## src/rtl/obs_sprite_engine.sv

```systemverilog
// rtl/obs_sprite_engine.sv - rectangular obstacle sprite: LFSR spawn, timed erase/step/redraw, valid/ready pixel stream (optional OBS_HBOUNCE_EN horizontal bounce)
module obs_sprite_engine #(
    parameter int         X_W             = 8,
    parameter int         Y_W             = 7,
    parameter int         SPR_W           = 2,
    parameter int         SPR_H           = 16,
    parameter int         X_MIN           = 64,
    parameter int         X_MAX           = 143,
    parameter int         Y_MAX           = 104,
    parameter int         FRAME_TICKS     = 833333,
    parameter int         FRAMES_PER_STEP = 6,
    parameter logic [2:0] COLOUR          = 3'd1
) (
    input  logic           clock,
    input  logic           rst_n,
    input  logic           enable,
    input  logic           pix_ready,
    output logic           plot,
    output logic [X_W-1:0] x,
    output logic [Y_W-1:0] y,
    output logic [2:0]     colour,
    output logic           busy,
    output logic           finish,
    output logic [X_W-1:0] pos_x,
    output logic [Y_W-1:0] pos_y
);

    localparam int CW = (SPR_W > 1) ? $clog2(SPR_W) : 1;
    localparam int RW = (SPR_H > 1) ? $clog2(SPR_H) : 1;
    localparam int TW = (FRAME_TICKS > 1) ? $clog2(FRAME_TICKS) : 1;
    localparam int FW = $clog2(FRAMES_PER_STEP + 1);

    localparam logic [CW-1:0] COL_LAST   = CW'(SPR_W - 1);
    localparam logic [RW-1:0] ROW_LAST   = RW'(SPR_H - 1);
    localparam logic [TW-1:0] TICK_LAST  = TW'(FRAME_TICKS - 1);
    localparam logic [FW-1:0] FRAME_LAST = FW'(FRAMES_PER_STEP - 1);

    typedef enum logic [2:0] {
        S_IDLE,
        S_SPAWN,
        S_DRAW,
        S_DONE,
        S_WAIT,
        S_ERASE,
        S_MOVE
    } state_t;

    state_t         state;
    state_t         next_state;
    logic [4:0]     lfsr;
    logic [CW-1:0]  col;
    logic [RW-1:0]  row;
    logic [TW-1:0]  tick;
    logic [FW-1:0]  frame;
    logic           dir_y;          // 1 = down (increasing y)
`ifdef OBS_HBOUNCE_EN
    logic           dir_x;          // 1 = right (increasing x)
`endif

    logic           pix_fire;
    logic           last_pix;
    logic           step_due;
    logic [X_W:0]   spawn_sum;

    assign pix_fire  = plot && pix_ready;
    assign last_pix  = (col == COL_LAST) && (row == ROW_LAST);
    assign step_due  = (tick == TICK_LAST) && (frame == FRAME_LAST);
    // One extra bit so the spawn sum cannot wrap before the clamp compare.
    assign spawn_sum = (X_W + 1)'(X_MIN) + (X_W + 1)'(lfsr);

    // Pixel coordinates are relative to the sprite origin; overflow truncates.
    assign x = pos_x + X_W'(col);
    assign y = pos_y + Y_W'(row);

    // State register.
    always_ff @(posedge clock or negedge rst_n) begin
        if (!rst_n) begin
            state <= S_IDLE;
        end else begin
            state <= next_state;
        end
    end

    // Next-state and Moore outputs.
    always_comb begin
        next_state = state;
        plot       = 1'b0;
        colour     = 3'd0;
        busy       = 1'b0;
        finish     = 1'b0;
        case (state)
            S_IDLE: begin
                if (enable) next_state = S_SPAWN;
            end
            S_SPAWN: begin
                busy       = 1'b1;
                next_state = S_DRAW;
            end
            S_DRAW: begin
                busy   = 1'b1;
                plot   = 1'b1;
                colour = COLOUR;
                if (pix_fire && last_pix) next_state = S_DONE;
            end
            S_DONE: begin
                finish     = 1'b1;
                next_state = S_WAIT;
            end
            S_WAIT: begin
                // Dropping enable erases first so nothing is left on screen.
                if (!enable || step_due) next_state = S_ERASE;
            end
            S_ERASE: begin
                busy = 1'b1;
                plot = 1'b1;
                if (pix_fire && last_pix) next_state = enable ? S_MOVE : S_IDLE;
            end
            S_MOVE: begin
                busy       = 1'b1;
                next_state = S_DRAW;
            end
            default: next_state = S_IDLE;
        endcase
    end

    // Free-running LFSR, x^5+x^3+1; the all-ones seed keeps it off zero.
    always_ff @(posedge clock or negedge rst_n) begin
        if (!rst_n) begin
            lfsr <= 5'h1F;
        end else begin
            lfsr <= {lfsr[3:0], lfsr[4] ^ lfsr[2]};
        end
    end

    // Pixel walker: column fastest, advances only on an accepted pixel.
    always_ff @(posedge clock or negedge rst_n) begin
        if (!rst_n) begin
            col <= '0;
            row <= '0;
        end else if (pix_fire) begin
            if (col == COL_LAST) begin
                col <= '0;
                row <= (row == ROW_LAST) ? '0 : row + RW'(1);
            end else begin
                col <= col + CW'(1);
            end
        end
    end

    // Frame timing: ticks within a frame, frames between steps; idle outside WAIT.
    always_ff @(posedge clock or negedge rst_n) begin
        if (!rst_n) begin
            tick  <= '0;
            frame <= '0;
        end else if (state == S_WAIT && enable) begin
            if (tick == TICK_LAST) begin
                tick  <= '0;
                frame <= (frame == FRAME_LAST) ? '0 : frame + FW'(1);
            end else begin
                tick <= tick + TW'(1);
            end
        end else begin
            tick  <= '0;
            frame <= '0;
        end
    end

    // Sprite position and bounce directions.
    always_ff @(posedge clock or negedge rst_n) begin
        if (!rst_n) begin
            pos_x <= '0;
            pos_y <= '0;
            dir_y <= 1'b1;
`ifdef OBS_HBOUNCE_EN
            dir_x <= 1'b1;
`endif
        end else if (state == S_SPAWN) begin
            pos_x <= (spawn_sum > (X_W + 1)'(X_MAX)) ? X_W'(X_MAX) : spawn_sum[X_W-1:0];
            pos_y <= '0;
            dir_y <= 1'b1;
`ifdef OBS_HBOUNCE_EN
            dir_x <= 1'b1;
`endif
        end else if (state == S_MOVE) begin
            if (dir_y && pos_y >= Y_W'(Y_MAX)) begin
                dir_y <= 1'b0;
                pos_y <= pos_y - Y_W'(1);
            end else if (!dir_y && pos_y == '0) begin
                dir_y <= 1'b1;
                pos_y <= Y_W'(1);
            end else begin
                pos_y <= dir_y ? pos_y + Y_W'(1) : pos_y - Y_W'(1);
            end
`ifdef OBS_HBOUNCE_EN
            if (dir_x && pos_x >= X_W'(X_MAX)) begin
                dir_x <= 1'b0;
                pos_x <= pos_x - X_W'(1);
            end else if (!dir_x && pos_x <= X_W'(X_MIN)) begin
                dir_x <= 1'b1;
                pos_x <= pos_x + X_W'(1);
            end else begin
                pos_x <= dir_x ? pos_x + X_W'(1) : pos_x - X_W'(1);
            end
`endif
        end
    end

endmodule
```

## config.mk

```make
export PLATFORM = sky130hd
export DESIGN_NAME = obs_sprite_engine
export DESIGN_NICKNAME = d
export VERILOG_FILES = /design/src/rtl/obs_sprite_engine.sv
export SDC_FILE = /design/constraint.sdc
export NUM_CORES = 1
export LEC_CHECK = 0
export CAP_MARGIN = 20
export CORE_MARGIN = 2
export CORE_UTILIZATION = 50
export CTS_CLUSTER_SIZE = 8
export DETAILED_ROUTE_END_ITERATION = 12
export HOLD_SLACK_MARGIN = 0.06
export PLACE_DENSITY = 0.77
export SETUP_SLACK_MARGIN = 0.2
export SLEW_MARGIN = 0
export SYNTH_ARGS = -nofsm -noshare
export SYNTH_HDL_FRONTEND = slang
export SYNTH_SLANG_ARGS = --single-unit
```

## constraint.sdc

```tcl
create_clock -name clock -period 2 [get_ports clock]
set_input_delay 0.4 -clock clock [delete_from_list [all_inputs] [get_ports clock]]
set_output_delay 0.4 -clock clock [all_outputs]
set_load 0.01 [all_outputs]
```

### Yosys cells after proc, flatten, opt, wreduce, memory -nomap -nowiden

Index checks and enable logic that the tools add are counted.
Widths: inputs -> output; s select.

| storage, ports and cells | value |
|---|---|
| bits in registers | 52 |
| input port bits | 4 |
| output and inout bits | 36 |
| word-level logic and storage cells | 82 |

| operators by class | value |
|---|---|
| add/subtract/negate cells | 9 |
| magnitude comparators | 2 |
| eq/ne operators | 14 |
| muxes and demuxes | 27 |
| bitwise logic cells | 1 |
| reductions and logical operators | 20 |

Operators with widths:

| operator | count |
|---|---|
| $mux 20 | 2 |
| $mux 7 | 5 |
| $mux 3 | 8 |
| $add 20x1->20 const B | 1 |
| $eq 20x20->1 const B | 1 |
| $pmux 3 s6 | 1 |
| $eq 3x3->1 const B | 4 |
| $mux 1 | 9 |
| $add 7x5->8 const A | 1 |
| $add 8x1->8 | 1 |
| $gt 8x8->1 const B | 1 |
| $mux 8 | 1 |
| $ne 2x2->1 const B | 4 |
| $add 7x1->7 const B | 1 |
| $add 7x4->7 | 1 |
| $ge 7x7->1 const B | 1 |
| $logic_and 1x1->1 | 7 |
| $logic_not 7->1 | 1 |
| $sub 7x1->7 const B | 1 |
| $eq 3x2->1 const B | 2 |
| $add 4x1->4 const B | 1 |
| $eq 4x4->1 const B | 1 |
| $mux 4 | 1 |
| $reduce_and 2->1 | 2 |
| 13 further kinds | 15 |

### Longest topological paths before layout

Gate-level depths: netlist of run 1.

| logic depth | value |
|---|---|
| depth in word-level cells | 7 |
| depth in mapped cells | 8 |
| gate-level depth less buffers | 7 |

### Worst setup path before layout of run 1

OpenSTA, ideal clock, no wires.

| path | value |
|---|---|
| kind | register to output |
| from | register pos_y[0] |
| to | output y[6] |
| arrival time | 1793 ps |
| slack | -193 ps |
| stages on the path, launching flop included | 7 |
| path through | dfrtp_1 > ha_1 > fa_1 > a21o_1 > a21oi_1 > nor2_1 > xor2_1 |

| on the way | value |
|---|---|
| cells in the longest elaborated chain, start to end | 1 |

Ends and longest elaborated chain:

| element | line | RTL |
|---|---|---|
| start, declared | 25 | `output logic [Y_W-1:0] pos_y` |
| start signal, assigned | 187 | `pos_y <= pos_y - Y_W'(1);` |
| start signal, assigned | 192 | `pos_y <= dir_y ? pos_y + Y_W'(1) : pos_y - Y_W'(1);` |
| $add 7x4->7 | 73 | `assign y = pos_y + Y_W'(row);` |
| end, declared | 20 | `output logic [Y_W-1:0] y,` |

No other way between the ends.

### Final worst setup path of run 1

Ends and elaborated chain as after synthesis.

==> metrics.md, run 1 <==
| Metric | Value |
|---|---|
| Final nets | `396` |
| Worst hold path class | `input port to asynchronous set/reset pin` |
| Fraction of registers with async set/reset | `1.00` |
| CP endpoint | `y[6]` |
| Clock buffer depth | `2` |
| Reg2reg path depth | `9` |
| Die ar. | `0.00648 mm2` |
| Clock Skews | `0.0109 ns` |
| Port-buffer cells | `34` |
| Synth Cell Area | `0.00292 mm2` |
| Fin cells | `453` |
| Antenna fix cells | `0` |
| CTS tree | `done` |
| Total GRT Usage | `0.212` |
| Synth-to-layout area growth | `34.2%` |
| Post-synth EDFFs | `0` |
| Starting Density | `0.525` |
| Largest net degree at the start of global routing | `51` |
| Setup TNS | `-1.29 ns` |
| Post-synthesis cell count | `306` |
| Main synth FF type | `dfrtp_1` |
| RePlAce Congestion | `0.899` |
| Share of cells above drive strength 1 | `0.346` |
| Num ports | `40` |
| Peak VDD IR | `547 uV` |
| CTS root buffer | `clkbuf_8` |
| Final worst path period share | `1.17` |
| Detailed router's first-iteration violation count | `140` |
| Final setup margin | `-0.340 ns` |
| Most common cell after layout, fill and taps aside | `dfrtp_1` |
| Post-layout min period | `2.34 ns` |
| H-Tree Level Count | `2` |
| Lkg Pwr | `1.75 nW` |
| Hold Buf Count CTS | `0` |
| CP cell instances | `ha_4 > fa_2 > a21o_1 > a21oi_2 > nor2_1 > xor2_1 > buf_2` |
| Crit path launch | `pos_y[0]$_DFFE_PN0P_` |
| Die Ht | `80.5 um` |
| Die W | `80.5 um` |
| Core area | `0.00557 mm2` |
| Hold Fails Final Rpt | `0` |
| Commonest non-fill, non-tap cells in the layout | `dfrtp_1 (37), nor2_1 (35), buf_4 (33)` |
| Worst r2r src | `pos_y[1]$_DFFE_PN0P_` |
| Worst-path clk slew | `0.10 ns` |
| Area post-placement | `0.00352 mm2` |
| Cell row count | `27` |
| Fill cell count | `417` |
| GRT overflow | `0` |
| Vias in the first global route | `2263` |
| Pre-CTS WS | `-0.423 ns` |
| Num Clock Sinks | `50` |
| Worst R2R Setup Slack | `-0.08 ns` |
| Failing checks | `negative setup slack` |
| FF-to-FF End | `pos_y[0]$_DFFE_PN0P_` |
| Drt pass-1 iters | `4` |
| Max-cap violations | `0` |
| Initial antenna violation count | `0` |
| Max Fclk | `427 MHz` |
| Yosys warns | `0` |
| Finished Cell Area | `0.00393 mm2` |
| CP arrival | `1.94 ns` |
| Required time of the critical path | `1.60 ns` |
| Worst Path Class, Setup | `register to output pin` |
| Fin Hold WS | `0.0598 ns` |
| Post-DRT Antenna Nets | `0` |
| Power Density | `1090 mW/mm2` |
| WL/cell | `15.2 um` |
| Worst path max stage delay | `0.44 ns` |
| Final WL | `6890 um` |
| RSZ-0062 raised after global routing | `yes` |
| Dpl cells | `427` |
| Final Max Tran Viols | `0` |
| Core Util, Final | `0.704` |
| Total area of sequential cells | `0.00127 mm2` |
| Critical path peak fanout | `2` |
| Clock Latency Late Sink | `0.31 ns` |
| CP endpoint kind | `output pin` |
| HPWL after DPL | `4450 um` |
| Mean Syn Cell Area | `9.56 um2` |
| Total number of vias | `2467` |
| Status | `finished with violations` |
| Via density | `5.45` |
| Residual DRC | `0` |
| First-pass GRT wire length | `10700 um` |
| Pwr Total | `4.29 mW` |
| Synth cell types | `62` |
| TritonCTS Buffers | `5` |
| Final setup viols | `10` |
| Synth Register Bits | `50` |
| Critical Path Source Type | `register` |
| Post-synthesis sequential area ratio | `0.430` |
| Multi-input gate area | `0.00174 mm2` |
| CP max-delay cell | `dfrtp_2` |
[worst max-delay path, delay by kind of cell, from the launching register on]
| kind | cells | cell delay [ns] |
|---|---|---|
| and+or+nand+nor | 1 | 0.07 |
| AOI/OAI and AO/OA | 2 | 0.34 |
| adders and majority gates | 2 | 0.51 |
| DFF | 1 | 0.44 |
| buffers and inverters | 1 | 0.14 |
| xor gates and xnor gates | 1 | 0.13 |
[cell usage after synthesis (all sizes together) (2+ instances only)]
library cell	number	area [um2]
or2	3	18.8
nor4	4	37.5
xor2	18	158
nand3b	4	30.0
and3	4	25.0
a22oi	2	15.0
nor3b	2	15.0
a31oi	3	18.8
nand3	15	80.1
dfrtp	44	1100
nand2b	4	27.5
a21o	3	22.5
or4	2	18.8
xnor2	15	131
mux2i	3	30.0
clkbuf	4	16.3
inv	9	33.8
a21oi	7	38.8
mux2	7	78.8
o21ai	16	91.3
nor2	45	179
dfstp	6	158
or3b	2	17.5
nor3	7	35.0
buf	12	90.1
nand2	29	109
ha	11	138
nand4	6	43.8
[cell type report]
class | count | share of cell area
Multi-Input combinational cell | 235 | 0.444
Inverter | 9 | 0.00861
Sequential cell | 50 | 0.323
Tap cell | 72 | 0.0230
Timing Repair Buffer | 79 | 0.177
Clock inverter | 3 | 0.00733
Clock buffer | 5 | 0.0175
[sequential cells by signal (all words and copies together), names as in the netlist]
| signal | flops |
|---|---|
| col | 1 |
| tick | 20 |
| pos_x | 6 |
| pos_y | 7 |
| state | 3 |
| dir_y | 1 |
| frame | 3 |
| lfsr | 5 |
| row | 4 |
[cells by family (layout without fill, tap and decap cells)]
| logic type | after synthesis | in the layout | share of synthesized area |
|---|---|---|---|
| AO/OA/AOI/OAI | 41 | 41 | 0.0933 |
| multiplexers | 10 | 10 | 0.0372 |
| other | 1 | 5 | 0.00128 |
| adder cells (fa/ha/maj) | 12 | 12 | 0.0539 |
| buffers and inverters | 25 | 96 | 0.0479 |
| flip-flops | 50 | 50 | 0.430 |
| XOR/XNOR | 33 | 33 | 0.0988 |
| AND/OR/NAND/NOR | 134 | 134 | 0.237 |
[how the worst min path moves through the flow]
stage	startpoint	end	slack [ns]	depth (start not counted)
global route	rst_n	pos_x[4]$_DFFE_PN0N_	0.07	2
floorplan	rst_n	col$_DFFE_PN0P_	0.10	0
CTS	rst_n	pos_x[3]$_DFFE_PN0N_	0.07	2
detailed placement	lfsr[1]$_DFF_PN1_	lfsr[2]$_DFF_PN1_	0.36	0
finish	rst_n	pos_x[4]$_DFFE_PN0N_	0.06	2
global placement	lfsr[1]$_DFF_PN1_	lfsr[2]$_DFF_PN1_	0.35	0
[report_power, final]
group	internal (mW)	switching, mW	total (mW)	leakage (nW)
clock network	0.262	0.369	0.631	0.0506
logic	1.21	1.13	2.34	1.06
registers	1.16	0.153	1.31	0.645
[metal layers]
layer | vias to the layer above | part of all wire | routed length, um | track usage
li1 | 1185 | - | - | -
met5 | - | 0 | 0 | 0
met4 | 0 | 0.0086 | 59 | 0.0458
met3 | 6 | 0.041 | 280 | 0.0315
met2 | 66 | 0.51 | 3550 | 0.360
met1 | 1210 | 0.44 | 3000 | 0.289
[what timing repair did]
action,4_1_cts,5_1_grt
gates resized for setup,77,45
endpoints found under the setup margin,26,48
gates cloned,0,2
pin swaps,8,10
setup buffers,11,5
Note: power is estimated with default switching activity, not from simulation.
==> inputs of run 2 (changes only) <==
==> constraint.sdc (replaced) <==
create_clock -name clock -period 2 [get_ports clock]
set_input_delay 0.4 -clock clock [delete_from_list [all_inputs] [get_ports clock]]
set_output_delay 0.4 -clock clock [all_outputs]
set_load 0.02 [all_outputs]
==> metrics.md, run 2 (synthesis results as in run 1) <==
| Metric | Value |
|---|---|
| Setup TNS | `-1.33 ns` |
| Final Max Tran Viols | `0` |
| Core area | `0.00557 mm2` |
| Num ports | `40` |
| Hold Fails Final Rpt | `0` |
| GRT overflow | `0` |
| Clock Skews | `0.0116 ns` |
| Met3 Use GR | `0.0449` |
| Die W | `80.5 um` |
| Largest net degree at the start of global routing | `25` |
| Final setup margin | `-0.393 ns` |
| Synth-to-layout area growth | `38.6%` |
| Pre-CTS WS | `-0.465 ns` |
| Drt pass-1 iters | `4` |
| Most common cell after layout, fill and taps aside | `buf_4` |
| Critical Path Source Type | `register` |
| Via density | `5.63` |
| Fin Hold WS | `0.363 ns` |
| Post-DRT Antenna Nets | `0` |
| CP arrival | `1.99 ns` |
| Max Fclk | `418 MHz` |
| Largest register by flop count | `tick` |
| WL/cell | `16.2 um` |
| Die Ht | `80.5 um` |
| Failing checks | `negative setup slack` |
| CTS tree | `done` |
| RePlAce Congestion | `0.891` |
| Detailed router's first-iteration violation count | `176` |
| Grt met2 use | `0.352` |
| Final setup viols | `5` |
| Max-cap violations | `0` |
| Residual DRC | `0` |
| Cell row count | `27` |
| Worst-path clk slew | `0.11 ns` |
| Num Clock Sinks | `50` |
| Total number of vias | `2563` |
| Pwr Total | `4.55 mW` |
| Initial antenna violation count | `0` |
| Top flop regs | `tick x20, pos_y x7, pos_x x6` |
| Antenna fix cells | `0` |
| Port-buffer cells | `34` |
| Power Density | `1120 mW/mm2` |
| TritonCTS Buffers | `5` |
| Clock Latency Late Sink | `0.32 ns` |
| Share of cells above drive strength 1 | `0.389` |
| HPWL after DPL | `4630 um` |
| Final nets | `398` |
| CTS root buffer | `clkbuf_8` |
| First-pass GRT wire length | `10900 um` |
| Worst hold path class | `register to register` |
| Fill cell count | `394` |
| CP endpoint kind | `output pin` |
| Met1 Track Usage GR | `0.283` |
| Critical path peak fanout | `2` |
| Peak VDD IR | `739 uV` |
| RSZ-0062 raised after global routing | `yes` |
| Required time of the critical path | `1.60 ns` |
| Commonest non-fill, non-tap cells in the layout | `buf_4 (45), dfrtp_1 (41), nand2_1 (27)` |
| Die ar. | `0.00648 mm2` |
| Lkg Pwr | `1.84 nW` |
| Clock buffer depth | `2` |
| Rel. slew slack | `0.656` |
| Number of flip-flops in the largest register | `20` |
| Vias in the first global route | `2366` |
| Status | `finished with violations` |
| Worst slew pin tran | `0.516 ns` |
| Final worst path period share | `1.20` |
| H-Tree Level Count | `2` |
| Worst Path Class, Setup | `register to output pin` |
| Post-layout min period | `2.39 ns` |
| Final WL | `7390 um` |
| Starting Density | `0.525` |
| Total GRT Usage | `0.212` |
| Gr busiest metal | `met2` |
-- run 2: cell count changes in the layout (fill, tap and decap cells not counted), moves of 5 or more --
cell and delta:
nor2_4 +10, buf_4 +12, clkdlybuf4s50_1 -7, nor2_2 +5, buf_2 -6, buf_6 -5
dlygate4sd2_1 +7, nor2_1 -15
-- run 2: worst max-delay path: stages (launching register included) --
cell and delay, ns:
dfrtp_2 0.44, ha_4 0.17, fa_2 0.34, a21o_1 0.17
a21oi_2 0.18, nor2_2 0.07, xor2_2 0.14, buf_2 0.16
-- run 2: worst paths after layout --
path	from	end	slack [ns]	cells after the start
worst max-delay path	pos_y[0]$_DFFE_PN0P_	y[6]	-0.39	7
worst min-delay path	lfsr[1]$_DFF_PN1_	lfsr[2]$_DFF_PN1_	0.36	0
worst max register to register	pos_y[0]$_DFFE_PN0P_	pos_y[5]$_DFFE_PN0P_	0.06	9
worst min register to register	lfsr[1]$_DFF_PN1_	lfsr[2]$_DFF_PN1_	0.36	0
max in group asynchronous	rst_n	dir_y$_DFFE_PN1P_	0.77	3
min in group asynchronous	rst_n	pos_x[4]$_DFFE_PN0N_	0.57	2
-- run 2: routing by layer --
layer  up-vias  part of all wire
met5         -                 0
met2        85              0.51
li1       1197                 -
met1      1267              0.44
met4         0             0.012
met3        14             0.046
-- run 2: what timing repair did --
action	CTS	global route
hold buffers	1	0
hold endpoints to repair	17	0
cloned	0	3
pin swaps	11	22
endpoints found under the setup margin	50	42
resized for setup	93	75
buffers inserted	5	11
-- run 2: cell type report --
type                            count  area (um2)  share of cell area
Clock buffer                        5        68.8              0.0170
Inverter                            9        36.3             0.00895
Sequential cell                    50        1260               0.311
Clock inverter                      3        26.3             0.00648
Multi-Input combinational cell    235        1860               0.458
Timing Repair Buffer               81         712               0.176
Tap cell                           72        90.1              0.0222
-- run 2: power breakdown --
group          switching (mW)  total (mW)  internal [mW]
logic                    1.37        2.59           1.22
clock network           0.390       0.649          0.259
registers               0.148        1.31           1.16
-- run 2: through the flow --
| step | cells | util | area (um2) |
|---|---|---|---|
| floorplan | 310 | - | 2980 |
| global route | 455 | 0.727 | 4050 |
| detailed placement | 427 | 0.629 | 3510 |
| CTS | 441 | 0.656 | 3660 |
| finish | 455 | 0.727 | 4050 |
| global placement | 427 | 0.629 | 3510 |
